===== src/rtl/multi_sqwave_pkg.sv =====
// Shared types and helpers for the multi-channel square-wave generator.
package multi_sqwave_pkg;

  typedef enum logic [1:0] {
    ST_IDLE = 2'b00,
    ST_HIGH = 2'b01,
    ST_LOW  = 2'b10
  } state_e;

  function automatic int cnt_width(input int cw, input int tick_div);
    return cw + $clog2(tick_div + 1);
  endfunction

  // A period starts with HIGH if it has a high phase, else LOW, else nothing to run.
  function automatic state_e start_state(input logic on_nz, input logic off_nz);
    state_e s;
    if (on_nz) begin
      s = ST_HIGH;
    end else if (off_nz) begin
      s = ST_LOW;
    end else begin
      s = ST_IDLE;
    end
    return s;
  endfunction

endpackage


===== src/rtl/sqwave_chan.sv =====
// One square-wave channel: shadow/active lengths, phase counter, registered out and period_done.
module sqwave_chan
  import multi_sqwave_pkg::*;
#(
  parameter int CW       = 4,
  parameter int TICK_DIV = 5
) (
  input  logic          clk,
  input  logic          rst,
  input  logic          en,
  input  logic          ld,
  input  logic [CW-1:0] on_len,
  input  logic [CW-1:0] off_len,
  output logic          out,
  output logic          period_done
);

  localparam int CNTW = cnt_width(CW, TICK_DIV);
  localparam logic [CNTW-1:0] DIV = CNTW'(TICK_DIV);

  // Only evaluated for non-zero lengths, so the zero-length wrap is never used.
  function automatic logic [CNTW-1:0] term_cnt(input logic [CW-1:0] len);
    return CNTW'(len) * DIV - CNTW'(1);
  endfunction

  state_e          r_state;
  logic [CNTW-1:0] r_cnt;
  logic [CW-1:0]   r_sh_on, r_sh_off;
  logic [CW-1:0]   r_act_on, r_act_off;
  logic            r_out, r_done;

  state_e          w_nxt_state, w_bnd_state;
  logic [CNTW-1:0] w_nxt_cnt;
  logic [CW-1:0]   w_nxt_on, w_nxt_off;
  logic [CW-1:0]   w_bnd_on, w_bnd_off;
  logic [CNTW-1:0] w_tc_on, w_tc_off, w_tc_on_n, w_tc_off_n;
  logic            w_done_n;

  // Boundary load bypasses the shadow when a load lands on the same edge.
  assign w_bnd_on    = ld ? on_len  : r_sh_on;
  assign w_bnd_off   = ld ? off_len : r_sh_off;
  assign w_bnd_state = start_state(w_bnd_on != '0, w_bnd_off != '0);
  assign w_tc_on     = term_cnt(r_act_on);
  assign w_tc_off    = term_cnt(r_act_off);
  assign w_tc_on_n   = term_cnt(w_nxt_on);
  assign w_tc_off_n  = term_cnt(w_nxt_off);

  // Next-state, counter and active-length selection.
  always_comb begin
    w_nxt_state = r_state;
    w_nxt_cnt   = r_cnt;
    w_nxt_on    = r_act_on;
    w_nxt_off   = r_act_off;
    if (!en) begin
      w_nxt_state = ST_IDLE;
      w_nxt_cnt   = '0;
    end else begin
      case (r_state)
        ST_IDLE: begin
          w_nxt_state = w_bnd_state;
          w_nxt_on    = w_bnd_on;
          w_nxt_off   = w_bnd_off;
          w_nxt_cnt   = '0;
        end
        ST_HIGH: begin
          if (r_cnt != w_tc_on) begin
            w_nxt_cnt = r_cnt + CNTW'(1);
          end else if (r_act_off != '0) begin
            w_nxt_state = ST_LOW;
            w_nxt_cnt   = '0;
          end else begin
            w_nxt_state = w_bnd_state;
            w_nxt_on    = w_bnd_on;
            w_nxt_off   = w_bnd_off;
            w_nxt_cnt   = '0;
          end
        end
        ST_LOW: begin
          if (r_cnt != w_tc_off) begin
            w_nxt_cnt = r_cnt + CNTW'(1);
          end else begin
            w_nxt_state = w_bnd_state;
            w_nxt_on    = w_bnd_on;
            w_nxt_off   = w_bnd_off;
            w_nxt_cnt   = '0;
          end
        end
        default: begin
          w_nxt_state = ST_IDLE;
          w_nxt_cnt   = '0;
        end
      endcase
    end
  end

  // period_done is registered one cycle early so it is high during the period's last clock.
  always_comb begin
    if ((w_nxt_state == ST_LOW) && (w_nxt_cnt == w_tc_off_n)) begin
      w_done_n = 1'b1;
    end else if ((w_nxt_state == ST_HIGH) && (w_nxt_off == '0) && (w_nxt_cnt == w_tc_on_n)) begin
      w_done_n = 1'b1;
    end else begin
      w_done_n = 1'b0;
    end
  end

  // State, lengths and outputs.
  always_ff @(posedge clk) begin
    if (rst) begin
      r_state   <= ST_IDLE;
      r_cnt     <= '0;
      r_sh_on   <= '0;
      r_sh_off  <= '0;
      r_act_on  <= '0;
      r_act_off <= '0;
      r_out     <= 1'b0;
      r_done    <= 1'b0;
    end else begin
      if (ld) begin
        r_sh_on  <= on_len;
        r_sh_off <= off_len;
      end
      r_state   <= w_nxt_state;
      r_cnt     <= w_nxt_cnt;
      r_act_on  <= w_nxt_on;
      r_act_off <= w_nxt_off;
      r_out     <= (w_nxt_state == ST_HIGH);
      r_done    <= w_done_n;
    end
  end

  assign out         = r_out;
  assign period_done = r_done;

endmodule


===== src/rtl/multi_sqwave_gen.sv =====
// Multi-channel programmable square-wave/PWM generator; channels are fully independent.
module multi_sqwave_gen #(
  parameter int CH       = 2,
  parameter int CW       = 4,
  parameter int TICK_DIV = 5
) (
  input  logic             clk,
  input  logic             rst,
  input  logic [CH-1:0]    en,
  input  logic [CH-1:0]    ld,
  input  logic [CH*CW-1:0] on_len,
  input  logic [CH*CW-1:0] off_len,
  output logic [CH-1:0]    out,
  output logic [CH-1:0]    period_done
);

  for (genvar gi = 0; gi < CH; gi++) begin : g_chan
    sqwave_chan #(
      .CW       (CW),
      .TICK_DIV (TICK_DIV)
    ) u_chan (
      .clk         (clk),
      .rst         (rst),
      .en          (en[gi]),
      .ld          (ld[gi]),
      .on_len      (on_len[gi*CW +: CW]),
      .off_len     (off_len[gi*CW +: CW]),
      .out         (out[gi]),
      .period_done (period_done[gi])
    );
  end

endmodule


===== config.mk =====
export PLATFORM = sky130hd
export DESIGN_NAME = multi_sqwave_gen
export DESIGN_NICKNAME = d
export VERILOG_FILES = /design/src/rtl/multi_sqwave_pkg.sv /design/src/rtl/sqwave_chan.sv /design/src/rtl/multi_sqwave_gen.sv
export SDC_FILE = /design/constraint.sdc
export NUM_CORES = 1
export LEC_CHECK = 0
export ABC_AREA = 0
export CORE_MARGIN = 1.5
export CORE_UTILIZATION = 62
export CTS_BUF_LIST = sky130_fd_sc_hd__clkbuf_16
export CTS_CLUSTER_SIZE = 25
export DETAILED_ROUTE_END_ITERATION = 8
export PLACE_DENSITY_LB_ADDON = 0.3
export SYNTH_ARGS = -nofsm -noshare
export SYNTH_HDL_FRONTEND = slang
export SYNTH_SLANG_ARGS = --single-unit

===== constraint.sdc =====
create_clock -name clk -period 15.3 [get_ports clk]
set_clock_uncertainty 0.05 [all_clocks]
set_input_delay 2.295 -clock clk [delete_from_list [all_inputs] [get_ports clk]]
set_output_delay 2.295 -clock clk [all_outputs]
set_load 0.1 [all_outputs]

=== Word level (Yosys, flattened, before mapping) ===
Cells that the tools add are included.

* Add/subtract/negate cells: 10
* Multipliers: 8
* Divide/modulo/power cells: 0
* $lt $le $gt $ge: 0
* Equality and inequality tests: 16
* Shift operators: 0
* Multiplexer cells: 50
* Bitwise logic cells: 0
* Reduce and logical (&&, ||, !) cells: 16

{| class="wikitable"
|+ Operators by type and width
! cell !! number
|-
| $mux W4 || 20
|-
| $mul A4 B3 Y7 const B || 8
|-
| $sub A7 B1 Y7 const B || 8
|-
| $pmux W4 S3 || 4
|-
| $mux W7 || 6
|-
| $eq A7 B7 Y1 || 4
|-
| $ne A7 B7 Y1 || 4
|-
| $pmux W7 S2 || 2
|-
| $mux W2 || 12
|-
| $reduce_bool A4 Y1 || 6
|-
| $add A7 B1 Y7 const B || 2
|-
| $pmux W2 S3 || 2
|-
| $eq A2 B1 Y1 const B || 4
|-
| $eq A2 B2 Y1 const B || 4
|-
| $logic_not A4 Y1 || 2
|-
| $logic_and A1 B1 Y1 || 6
|-
| $logic_not A2 Y1 || 2
|-
| $mux W1 || 4
|}

* Register bits: 54
* Latch bits: 0
* RAM bits: 0
* Memory bits (read-only): 0
* Input port bits: 22
* Output and inout bits: 4
* Logic and storage cells: 116
* Memories kept: 0

=== Longest topological paths before layout ===
Gate-level depths: netlist of run 1.

* Depth in word-level cells: 13
* Gate-level depth with buffers: 26

=== By module ===
From an unflattened synthesis of run 1, not the netlist that was laid out.

* Cells, all modules: 667
* Area total of the unflattened synthesis: 5704.2 sq um

{| class="wikitable"
|+ Modules (own cells, without submodules)
! module !! times used !! cells each !! area an instance (sq um)
|-
| sqwave_chan at g_chan[0].u_chan || 1 || 338 || 2939.1
|-
| sqwave_chan at g_chan[1].u_chan || 1 || 329 || 2765.2
|}

=== Worst setup path after synthesis of run 1 ===
Ideal clock, no wire load.

* Path type: input -> register
* From: in ld[1]
* To: reg g_chan[1].u_chan.r_done
* Library setup time: 0.058 ns
* Arrival: 6.128 ns
* Required time: 15.192 ns
* Slack: 9.064 ns
* Stages: 17
* Buffers on the path: 1
* Cells stage by stage: clkbuf_1 mux2_2 or3_1 a32oi_1 a2bb2oi_2 fa_1 inv_1 ha_1 a21oi_1 or4b_2 o2111ai_1 xor2_1 nand2_1 a21oi_1 o211ai_1 a2111oi_2 or2_1

* Cells in the longest elaborated chain, start to end: 13

{| class="wikitable"
|+ RTL lines
! item !! RTL line !! source
|-
| start: declaration || multi_sqwave_gen.sv:10 || <nowiki>input logic [CH-1:0] ld,</nowiki>
|-
| branches (longest 12 deep; another with $mul A4 B3 Y7) || - ||
|-
| $mux W1 (*) || sqwave_chan.sv:98 || <nowiki>if ((w_nxt_state == ST_LOW) && (w_nxt_cnt == w_tc_off_n)) begin</nowiki>
|-
| end signal: assignment || sqwave_chan.sv:128 || <nowiki>r_done <= w_done_n;</nowiki>
|-
| end: declaration || sqwave_chan.sv:30 || <nowiki>logic r_out, r_done;</nowiki>
|}

Mark *: on every way between the ends.
A chain may end at the register's enable or synchronous reset.

=== Final worst setup path of run 1 ===
* From: reg g_chan[1].u_chan.r_act_off[0]
* To: reg g_chan[1].u_chan.r_done

* Cells in the longest elaborated chain, start to end: 12

{| class="wikitable"
|+ RTL lines
! item !! RTL line !! source
|-
| start: declaration || sqwave_chan.sv:29 || <nowiki>logic [CW-1:0] r_act_on, r_act_off;</nowiki>
|-
| start signal: assignment || sqwave_chan.sv:126 || <nowiki>r_act_off <= w_nxt_off;</nowiki>
|-
| $mul A4 B3 Y7 || sqwave_chan.sv:23 || <nowiki>return CNTW'(len) * DIV - CNTW'(1);</nowiki>
|-
| $sub A7 B1 Y7 || sqwave_chan.sv:23 ||
|-
| $ne A7 B7 Y1 || sqwave_chan.sv:79 || <nowiki>if (r_cnt != w_tc_off) begin</nowiki>
|-
| $mux W4 || sqwave_chan.sv:79 ||
|-
| $pmux W4 S3 (*) || sqwave_chan.sv:58 || <nowiki>case (r_state)</nowiki>
|-
| $mux W4 (*) || sqwave_chan.sv:54 || <nowiki>if (!en) begin</nowiki>
|-
| via g_chan[1].u_chan.w_nxt_on[1] || sqwave_chan.sv:34 || <nowiki>logic [CW-1:0] w_nxt_on, w_nxt_off;</nowiki>
|-
| $mul A4 B3 Y7 (*) || sqwave_chan.sv:23 ||
|-
| $sub A7 B1 Y7 (*) || sqwave_chan.sv:23 ||
|-
| $eq A7 B7 Y1 (*) || sqwave_chan.sv:100 || <nowiki>end else if ((w_nxt_state == ST_HIGH) && (w_nxt_off == '0) && (w_nxt_cnt == w_tc_on_n)) begin</nowiki>
|-
| $logic_and A1 B1 Y1 (*) || sqwave_chan.sv:100 ||
|-
| $mux W1 (*) || sqwave_chan.sv:100 ||
|-
| $mux W1 (*) || sqwave_chan.sv:98 ||
|}

The timed path passes the listed nets; every way through them passes the cells marked *.

==> results of run 1 <==
## cells in the final DEF, fill, tap and decap left out, types with 13 or more instances in the layout
master and n:
fa_1 16, xor2_1 27, a21o_1 13, nor3_1 13
a21oi_1 39, nor2b_1 17, o21ai_0 18, nand3_1 18
ha_1 82, clkdlybuf4s50_1 25, nor2_1 74, dfxtp_1 54
nand2_1 32, xnor2_1 44, inv_1 72
## state kept, by name (all words and copies together), names as in the netlist
| name | cells |
|---|---|
| g_chan.u_chan.out | 2 |
| g_chan.u_chan.period_done | 2 |
| g_chan.u_chan.r_act_off | 8 |
| g_chan.u_chan.r_act_on | 8 |
| g_chan.u_chan.r_cnt | 14 |
| g_chan.u_chan.r_sh_off | 8 |
| g_chan.u_chan.r_sh_on | 8 |
| g_chan.u_chan.r_state | 4 |
## logic make-up (layout without fill, tap and decap cells)
kind of cell,Yosys count,after routing,synth area share [%]
buf+inv,90,106,6.24
xor+xnor,74,74,11.8
compound gates,143,143,18.3
simple gates,210,210,18.2
mux,20,20,3.67
flops,54,54,18.6
fa+ha+maj,98,98,23.2
## worst max-delay path, stage by stage (launching register included)
cell and delay [ps]:
dfxtp_1 430, inv_1 140, fa_1 540, inv_1 40, ha_1 350, o21ai_0 100, or4b_1 510, nor2b_4 150
a2111oi_4 520, or2b_2 240, nand3b_4 120, a22oi_1 520, inv_1 200, fa_1 570, inv_1 40, ha_1 320
a21oi_1 120, or4b_2 620, o2111ai_1 150, xor2_1 180, nand2_1 70, a21oi_1 140, o211ai_1 120, a2111oi_2 320
or2_1 130
## power by group through the flow
stage,Clock [mW],Combinational (mW),Sequential [mW]
after global placement,0,0.262,0.155
after CTS,0.132,0.278,0.152
final,0.132,0.280,0.152
after global routing,0.138,0.313,0.153
after detailed placement,0,0.275,0.156
after floorplan,0,0.221,0.154
## metal layers
layer | vias to the layer above | routed length (um) | global-route usage, %
li1 | 2426 | - | -
met1 | 2359 | 6280 | 37.7
met2 | 126 | 6130 | 45.8
met3 | 12 | 592 | 3.65
met4 | 0 | 118 | 5.85
met5 | - | 0 | 0
## through the flow
| stage | setup slack, ps | instance area (um^2) | util, % | instances | hold WS [ps] |
|---|---|---|---|---|---|
| after global routing | 8150 | 6280 | 68.6 | 816 | 492 |
| after detailed placement | 8290 | 6100 | 66.7 | 808 | 457 |
| after CTS | 8510 | 6280 | 68.6 | 816 | 477 |
| after global placement | 8440 | 6100 | 66.7 | 808 | 451 |
| after floorplan | 9060 | 5800 | - | 689 | 420 |
| final | 8510 | 6280 | 68.6 | 816 | 478 |
## final cells by class
class / count / share of cell area, %
multi-input combinational: 545 / 69.4
sequential: 54 / 17.2
inverter: 72 / 4.31
timing repair buffer: 26 / 4.11
tap: 111 / 2.21
clock buffer: 5 / 1.99
clock inverter: 3 / 0.777
## worst paths after layout
path / startpoint / to / slack (ps) / cells after the start
worst max register to register: g_chan[1].u_chan.r_act_off[0] / g_chan[1].u_chan.period_done / 8510 / 24
worst min register to register: g_chan[0].u_chan.r_sh_on[3] / g_chan[0].u_chan.r_sh_on[3] / 480 / 2
worst min-delay path: g_chan[0].u_chan.r_sh_on[3] / g_chan[0].u_chan.r_sh_on[3] / 480 / 2
worst max-delay path: g_chan[1].u_chan.r_act_off[0] / g_chan[1].u_chan.period_done / 8510 / 24
==> results.sh, run 1 <==
export IMPL_grt_setup_unrepaired="false"
export IMPL_internal_power_mw=0.348
export IMPL_fin_crit_sh_pct=44.4
export IMPL_routedWlPerCell_um=16.1
export IMPL_crit_required_ps=15500
export IMPL_ys_top_cells_by_area="dfxtp_1 19%, ha_1 18%, xnor2_1 6.6%"
export IMPL_netlist_area_um2=5800
export IMPL_tightest_slew_ps=962
export IMPL_hold_viol_final=0
export IMPL_synthMostInstantiatedCell="ha_1"
export IMPL_grt_usage_pct=27.4
export IMPL_nNetsFinal=824
export IMPL_combPwrFrac_pct=49.6
export IMPL_diodes=0
export IMPL_power_total_mw=0.564
export IMPL_synth_top_cell_area_share_pct=18.6
export IMPL_rows=35
export IMPL_yosysWarnings=0
export IMPL_route_detailed_drc=0
export IMPL_port_buffers=25
export IMPL_drt_vias_per_instance=6.03
export IMPL_p_sw_mw=0.216
export IMPL_initial_core_util_pct=63.3
export IMPL_synthesis_nets=809
export IMPL_antenna_found_initial=0
export IMPL_fmax_mhz=147
export IMPL_cts_buffers_inserted=5
export IMPL_drv_slew=0
export IMPL_fillers=717
export IMPL_synthArstFlopShare_pct=0
export IMPL_worstSetupPathType="register to register"
export IMPL_ys_ff_latch=54
export IMPL_drv_cap=0
export IMPL_cts_sinks=54
export IMPL_die_h_um=99.7
export IMPL_synth_edff_count=0
export IMPL_syn_avg_cell_area_um2=8.42
export IMPL_grt_pass1_vias=4792
export IMPL_num_io_pins=26
export IMPL_critPathMaxFanout=7
export IMPL_tns_ps=0
export IMPL_die_area_um2=9940
export IMPL_die_w_um=99.7
export IMPL_p_leak_nw=2.73
export IMPL_globalRoute_totalOverflow=0
export IMPL_hpwl_mm=10.4
export IMPL_h_tree_depth=2
export IMPL_gp_congestion=0.920
export IMPL_synth_cells=689
export IMPL_p_sw_share_pct=38.3
export IMPL_syn_to_final_growth_pct=8.26
export IMPL_yosysUniqueCellTypes=71
export IMPL_cts_root_buffer="clkbuf_16"
export IMPL_power_share_clock_pct=23.4
export IMPL_grt_pass1_wl_mm=22.3
export IMPL_clockBufferDepth=2
export IMPL_hp_class="register to register"
export IMPL_ir_drop_mv=0.0483
export IMPL_cts_setup_buffers=0
export IMPL_via_count=4923
export IMPL_wirelength_mm=13.1
export IMPL_yosysSeqAreaShare_pct=18.6
export IMPL_power_density_nw_per_um2=89.9
export IMPL_finalSetupViolations=0
export IMPL_status="complete, no violations"
export IMPL_core_area_um2=9150
export IMPL_period_needed_ps=6790
export IMPL_cts_tree="done"
export IMPL_post_cts_resized=0
export IMPL_firstDrtPassIters=5
export IMPL_synth_common_cells="82 x ha_1, 74 x nor2_1, 72 x inv_1, 54 x dfxtp_1, 44 x xnor2_1"
export IMPL_worstSetupStartpointType="register"
export IMPL_drive_gt1_share_pct=6.67
export IMPL_ys_flop_type="dfxtp_1"
export IMPL_insertion_delay_ps=300
export IMPL_final_antenna_net_count=0
export IMPL_path_clk_slew_ps=70
export IMPL_seqCellArea_um2=1080
export IMPL_timing_slew_headroom_pct=35.7
export IMPL_multi_input_area_um2=4360
export IMPL_cts_hold_buf=0
export IMPL_drtIter0Drc=236
export IMPL_critPathArrivalTime_ps=6980
export IMPL_grt_max_degree=40
export IMPL_power_frac_seq_pct=27.0
export IMPL_synth_largest_area_cell="dfxtp_1"
export IMPL_crit_path_end_kind="register"
No activity file was read; power rests on OpenSTA's default activity.
==> run 2: changes to the inputs <==
==> constraint.sdc (replaced) <==
create_clock -name clk -period 6.4 [get_ports clk]
set_clock_uncertainty 0.05 [all_clocks]
set_input_delay 0.96 -clock clk [delete_from_list [all_inputs] [get_ports clk]]
set_output_delay 0.96 -clock clk [all_outputs]
set_load 0.1 [all_outputs]
==> results.sh, run 2 (synthesis results as in run 1) <==
export IMPL_status="complete, no violations"
export IMPL_die_area_um2=9940
export IMPL_most_common_layout_cells="81 x ha_1, 74 x nor2_1, 73 x inv_1"
export IMPL_port_buffers=25
export IMPL_die_h_um=99.7
export IMPL_power_frac_seq_pct=27.4
export IMPL_crit_required_ps=6540
export IMPL_hpwl_mm=10.8
export IMPL_cts_hold_buf=0
export IMPL_tightest_slew_ps=969
export IMPL_startpoint="g_chan[1].u_chan.r_act_off[0]"
export IMPL_cp_buffers_inverters=6
export IMPL_clockBufferDepth=2
export IMPL_cpLargestDelayFamily="compound AO/OA/AOI/OAI gates"
export IMPL_r2r_cells=26
export IMPL_grt_usage_pct=27.6
export IMPL_cp_depth=26
export IMPL_cts_root_buffer="clkbuf_16"
export IMPL_insertion_delay_ps=290
export IMPL_worstSetupStartpointType="register"
export IMPL_r2r_end="g_chan[1].u_chan.period_done"
export IMPL_cts_buffers_inserted=5
export IMPL_multi_input_area_um2=4420
export IMPL_rows=35
export IMPL_hold_viol_final=0
export IMPL_critPathMaxFanout=6
export IMPL_globalRoute_totalOverflow=0
export IMPL_core_area_um2=9150
export IMPL_slowest_delay_ps=530
export IMPL_routedWlPerCell_um=16.2
export IMPL_ir_drop_mv=0.109
export IMPL_period_needed_ps=6050
export IMPL_route_detailed_drc=0
export IMPL_num_io_pins=26
export IMPL_path_clk_slew_ps=70
export IMPL_slowest_stage="fa_1"
export IMPL_grt_pass1_wl_mm=22.1
export IMPL_crit_path_end_kind="register"
export IMPL_finalSetupViolations=0
export IMPL_critPathArrivalTime_ps=6190
export IMPL_gp_congestion=0.953
export IMPL_drt_vias_per_instance=6.01
export IMPL_hold_ws_ps=476
export IMPL_drive_gt1_share_pct=10.5
export IMPL_antenna_found_initial=0
export IMPL_largest_reg_flops=14
export IMPL_fin_ws_ps=351
export IMPL_nNetsFinal=842
export IMPL_grt_max_degree=40
export IMPL_grt_pass1_vias=4785
export IMPL_h_tree_depth=2
export IMPL_seqCellArea_um2=1080
export IMPL_syn_to_final_growth_pct=11.2
export IMPL_fillers=699
export IMPL_drtIter0Drc=270
export IMPL_final_antenna_net_count=0
export IMPL_final_common_cell="ha_1"
export IMPL_finalNonFillerCells=834
export IMPL_worstSetupPathType="register to register"
export IMPL_rrSetupSlack_ps=350
export IMPL_dp_slack_ps=147
export IMPL_wirelength_mm=13.5
export IMPL_drv_slew=0
export IMPL_p_sw_mw=0.519
export IMPL_p_sw_share_pct=39.1
export IMPL_via_count=5015
export IMPL_firstDrtPassIters=5
export IMPL_internal_power_mw=0.808
export IMPL_die_w_um=99.7
export IMPL_power_share_clock_pct=19.8
export IMPL_critPathCapture="g_chan[1].u_chan.period_done"
export IMPL_initial_core_util_pct=63.3
export IMPL_drv_cap=0
export IMPL_tns_ps=0
export IMPL_hp_class="register to register"
export IMPL_cts_tree="done"
export IMPL_timing_slew_headroom_pct=35.2
export IMPL_fin_crit_sh_pct=94.5
export IMPL_cts_sinks=54
export IMPL_diodes=0
export IMPL_place_inst=821
export IMPL_combPwrFrac_pct=52.7
export IMPL_largest_register="g_chan.u_chan.r_cnt"
export IMPL_fmax_mhz=165
export IMPL_r2r_start="g_chan[1].u_chan.r_act_off[0]"
export IMPL_final_core_util_pct=70.4
export IMPL_power_density_nw_per_um2=206
export IMPL_p_leak_nw=2.81
==> run 2: power groups by stage <==
stage | Sequential [mW] | Combinational (mW) | Clock (mW)
after detailed placement | 0.371 | 0.671 | 0
after floorplan | 0.367 | 0.530 | 0
after global routing | 0.365 | 0.777 | 0.283
final | 0.364 | 0.700 | 0.263
after CTS | 0.363 | 0.677 | 0.266
after global placement | 0.370 | 0.643 | 0
==> run 2: worst min path at each step <==
stage                                 startpoint                           end  slack [ps]  depth (start not counted)
CTS                 g_chan[0].u_chan.r_sh_off[1]  g_chan[0].u_chan.r_sh_off[1]         480                          2
global placement     g_chan[0].u_chan.r_sh_on[3]   g_chan[0].u_chan.r_sh_on[3]         450                          2
detailed placement  g_chan[0].u_chan.r_sh_off[3]  g_chan[0].u_chan.r_sh_off[3]         460                          2
global route        g_chan[0].u_chan.r_sh_off[2]  g_chan[0].u_chan.r_sh_off[2]         510                          2
floorplan           g_chan[0].u_chan.r_sh_off[3]  g_chan[0].u_chan.r_sh_off[3]         420                          2
finish              g_chan[0].u_chan.r_sh_off[3]  g_chan[0].u_chan.r_sh_off[3]         480                          2
==> run 2: metal layers <==
metal | vias to the layer above | global-route usage, % | part of all wire, %
met4 | 0 | 7.69 | 1.2
met2 | 149 | 44.0 | 46
li1 | 2457 | - | -
met5 | - | 0 | 0
met3 | 14 | 4.78 | 5.9
met1 | 2395 | 38.4 | 47
==> run 2: cell type report <==
cell class              instances  area share (%)
repair buffers                 44            6.09
clock inverters                 3           0.194
inverters                      72            4.19
clock buffers                   5            1.94
multi-input cells             545            68.6
flip-flops and latches         54            16.8
well taps                     111            2.15
==> run 2: repair_timing <==
| action | CTS | global route |
|---|---|---|
| setup endpoints to repair | 0 | 2 |
| buffers inserted | 0 | 5 |
| gates resized for setup | 0 | 15 |
==> run 2: worst register-to-register path, stage by stage, from the launching register on <==
cell and delay, ps:
dfxtp_2 370, inv_1 100, fa_1 530, inv_1 70, ha_4 290, o21ai_0 80, or4b_1 520, nor2b_4 150
a2111oi_4 400, buf_4 200, a21oi_1 120, a21oi_4 280, buf_4 170, a22oi_2 80, inv_1 120, fa_1 410
ha_1 370, a21oi_2 100, o211a_1 210, a2111oi_0 370, buf_4 200, xnor2_1 70, a31oi_1 200, o32ai_1 120
o2111ai_1 90, a21oi_1 50, or2_1 220
==> run 2: through the flow <==
step | area (um^2) | power (mW)
final | 6450 | 1.33
after global routing | 6450 | 1.43
after CTS | 6340 | 1.31
after detailed placement | 6200 | 1.04
after global placement | 6200 | 1.01
after floorplan | 5800 | 0.897
==> run 3: changes to the inputs <==
--- a/config.mk
+++ b/config.mk
@@ -14,4 +14,5 @@
 export PLACE_DENSITY_LB_ADDON = 0.3
 export SYNTH_ARGS = -nofsm -noshare
 export SYNTH_HDL_FRONTEND = slang
+export SYNTH_HIERARCHICAL = 1
 export SYNTH_SLANG_ARGS = --single-unit
==> results.sh, run 3 <==
export IMPL_status="complete, but fails checks"
export IMPL_violations="DRC"
export IMPL_largest_register="g_chan.u_chan/r_cnt"
export IMPL_synth_edff_count=0
export IMPL_min_path_cells=2
export IMPL_firstDrtPassIters=7
export IMPL_grt_max_degree=27
export IMPL_cts_buffers_inserted=5
export IMPL_via_count=4911
export IMPL_p_leak_nw=2.76
export IMPL_die_w_um=98.9
export IMPL_fillers=685
export IMPL_fin_crit_sh_pct=93.8
export IMPL_most_common_layout_cells="82 x ha_1, 78 x nor2_1, 73 x inv_1"
export IMPL_drive_gt1_share_pct=8.83
export IMPL_drt_vias_per_instance=6.15
export IMPL_power_total_mw=1.35
export IMPL_wirelength_mm=13.6
export IMPL_drtIter0Drc=280
export IMPL_hpwl_mm=10.8
export IMPL_diodes=0
export IMPL_fmax_mhz=167
export IMPL_routedWlPerCell_um=17.0
export IMPL_power_density_nw_per_um2=216
export IMPL_worstSetupPathType="register to register"
export IMPL_tns_ps=0
export IMPL_seqCellArea_um2=1080
export IMPL_rows=34
export IMPL_port_buffers=25
export IMPL_globalRoute_totalOverflow=0
export IMPL_gp_congestion=0.885
export IMPL_syn_to_final_growth_pct=8.99
export IMPL_timing_slew_headroom_pct=34.7
export IMPL_grt_pass1_wl_mm=22.3
export IMPL_num_io_pins=26
export IMPL_initial_core_util_pct=64.8
export IMPL_critPathArrivalTime_ps=6190
export IMPL_yosysUniqueCellTypes=78
export IMPL_hp_class="register to register"
export IMPL_final_common_cell="ha_1"
export IMPL_yosysWarnings=6
export IMPL_core_area_um2=8810
export IMPL_ys_top_cells_by_area="dfxtp_1 19%, ha_1 18%, xnor2_1 7.1%"
export IMPL_worstHoldEndpoint="g_chan[1].u_chan/r_sh_on[2]"
export IMPL_final_antenna_net_count=0
export IMPL_ys_flop_type="dfxtp_1"
export IMPL_path_clk_slew_ps=80
export IMPL_cts_root_buffer="clkbuf_16"
export IMPL_dp_slack_ps=354
export IMPL_synth_top_cell_area_share_pct=19.0
export IMPL_fin_ws_ps=400
export IMPL_grt_pass1_vias=4798
export IMPL_period_needed_ps=6000
export IMPL_yosysSeqAreaShare_pct=19.0
export IMPL_drv_cap=0
export IMPL_tightest_slew_ps=977
export IMPL_cts_sinks=54
export IMPL_ys_ff_latch=54
export IMPL_netlist_area_um2=5700
export IMPL_hp_start="g_chan[1].u_chan/r_sh_on[2]"
export IMPL_insertion_delay_ps=290
export IMPL_crit_path_end_kind="register"
export IMPL_largest_reg_flops=14
export IMPL_hold_ws_ps=484
export IMPL_die_h_um=98.9
export IMPL_synthesis_nets=787
export IMPL_cts_hold_buf=0
export IMPL_ir_drop_mv=0.118
export IMPL_drv_slew=0
export IMPL_multi_input_area_um2=4260
export IMPL_critPathMaxFanout=8
export IMPL_grt_usage_pct=28.5
export IMPL_synth_cells=667
export IMPL_synthMostInstantiatedCell="ha_1"
export IMPL_route_detailed_drc=2
export IMPL_r2r_start="g_chan[1].u_chan/r_act_off[0]"
export IMPL_place_inst=791
export IMPL_worstSetupStartpointType="register"
export IMPL_rrSetupSlack_ps=400
export IMPL_clockBufferDepth=2
export IMPL_syn_avg_cell_area_um2=8.55
export IMPL_nNetsFinal=810
export IMPL_hold_viol_final=0
export IMPL_r2r_end="g_chan[1].u_chan/period_done"
export IMPL_finalNonFillerCells=799
export IMPL_synth_largest_area_cell="dfxtp_1"
export IMPL_die_area_um2=9790
export IMPL_r2r_cells=24
export IMPL_synth_common_cells="82 x ha_1, 78 x nor2_1, 73 x inv_1, 54 x dfxtp_1, 46 x xnor2_1"
export IMPL_synthArstFlopShare_pct=0
export IMPL_cts_tree="done"
export IMPL_h_tree_depth=2
export IMPL_antenna_found_initial=0
export IMPL_crit_required_ps=6590
export IMPL_finalSetupViolations=0
[run 3: changes by cell type after synthesis, moves of 6 or more]
cell	change
clkbuf_1	-7
nand2_1	+7
xor2_1	+9
a21oi_1	-6
[run 3: cell families (layout without fill, tap and decap cells)]
logic type / count (synthesis) / count (layout) / synth area share, %
buffers and inverters: 89 / 113 / 6.58
adder cells (fa/ha/maj): 98 / 98 / 23.6
AND/OR/NAND/NOR: 196 / 196 / 16.5
flip-flops: 54 / 54 / 19.0
multiplexers: 18 / 18 / 3.36
AO/OA/AOI/OAI: 127 / 127 / 17.4
XOR/XNOR: 85 / 85 / 13.6
[run 3: final cells by class]
class                      instances  area share (%)
clock buffer                       5            2.01
clock inverter                     3           0.765
inverter                          74            4.47
multi-input combinational        524            68.4
sequential                        54            17.4
tap                              108            2.17
timing repair buffer              31            4.75
[run 3: worst max-delay path by stage]
stage	start	endpoint	slack (ps)	depth (start not counted)
after detailed placement	g_chan[1].u_chan/r_act_off[0]	g_chan[1].u_chan/period_done	350	23
after global placement	g_chan[1].u_chan/r_act_off[0]	g_chan[1].u_chan/period_done	480	24
after floorplan	g_chan[0].u_chan/r_act_off[0]	g_chan[0].u_chan/period_done	980	23
final	g_chan[1].u_chan/r_act_off[0]	g_chan[1].u_chan/period_done	400	24
after global routing	g_chan[1].u_chan/r_act_off[0]	g_chan[1].u_chan/period_done	-30	24
after CTS	g_chan[1].u_chan/r_act_off[0]	g_chan[1].u_chan/period_done	290	23
[run 3: report_power, final]
| group | leakage, nW | internal, mW | total [mW] | switching, mW |
|---|---|---|---|---|
| Combinational | 2.24 | 0.289 | 0.663 | 0.374 |
| Clock | 0.0844 | 0.187 | 0.318 | 0.131 |
| Sequential | 0.441 | 0.350 | 0.366 | 0.0152 |
| Total | 2.76 | 0.826 | 1.35 | 0.520 |
[run 3: repair_timing]
action,in CTS,in global routing
resized for setup,0,2
endpoints found under the setup margin,0,1
endpoints found under the hold margin,0,0
buffers inserted,0,0
[run 3: worst max-delay path, stage by stage, from the launching register on]
cell and delay, ps:
dfxtp_1 420, inv_1 130, fa_1 560, inv_1 50, ha_1 340, a21o_1 200
a21oi_1 200, xnor2_1 140, nand4_1 240, o21ai_2 390, o211ai_2 280, a21oi_1 420
inv_1 110, fa_1 470, ha_1 340, inv_1 50, o21ai_0 270, a21o_1 160
a21oi_1 70, xnor2_1 160, or2_2 300, a21oi_1 130, a2bb2oi_1 210, o2111ai_1 160
nand2_1 100
[run 3: metal layers]
layer / vias up / routed length [um] / global-route usage (%)
li1: 2345 / - / -
met3: 15 / 1040 / 3.90
met1: 2360 / 5870 / 37.9
met4: 0 / 154 / 7.03
met2: 191 / 6510 / 49.0
met5: - / 0 / 0
[run 3: through the flow]
stage	cell area, um^2	util (%)
2_1_floorplan	5700	-
3_3_place_gp	6040	68.6
3_5_place_dp	6040	68.6
4_1_cts	6210	70.5
5_1_grt	6220	70.6
6_report	6220	70.6
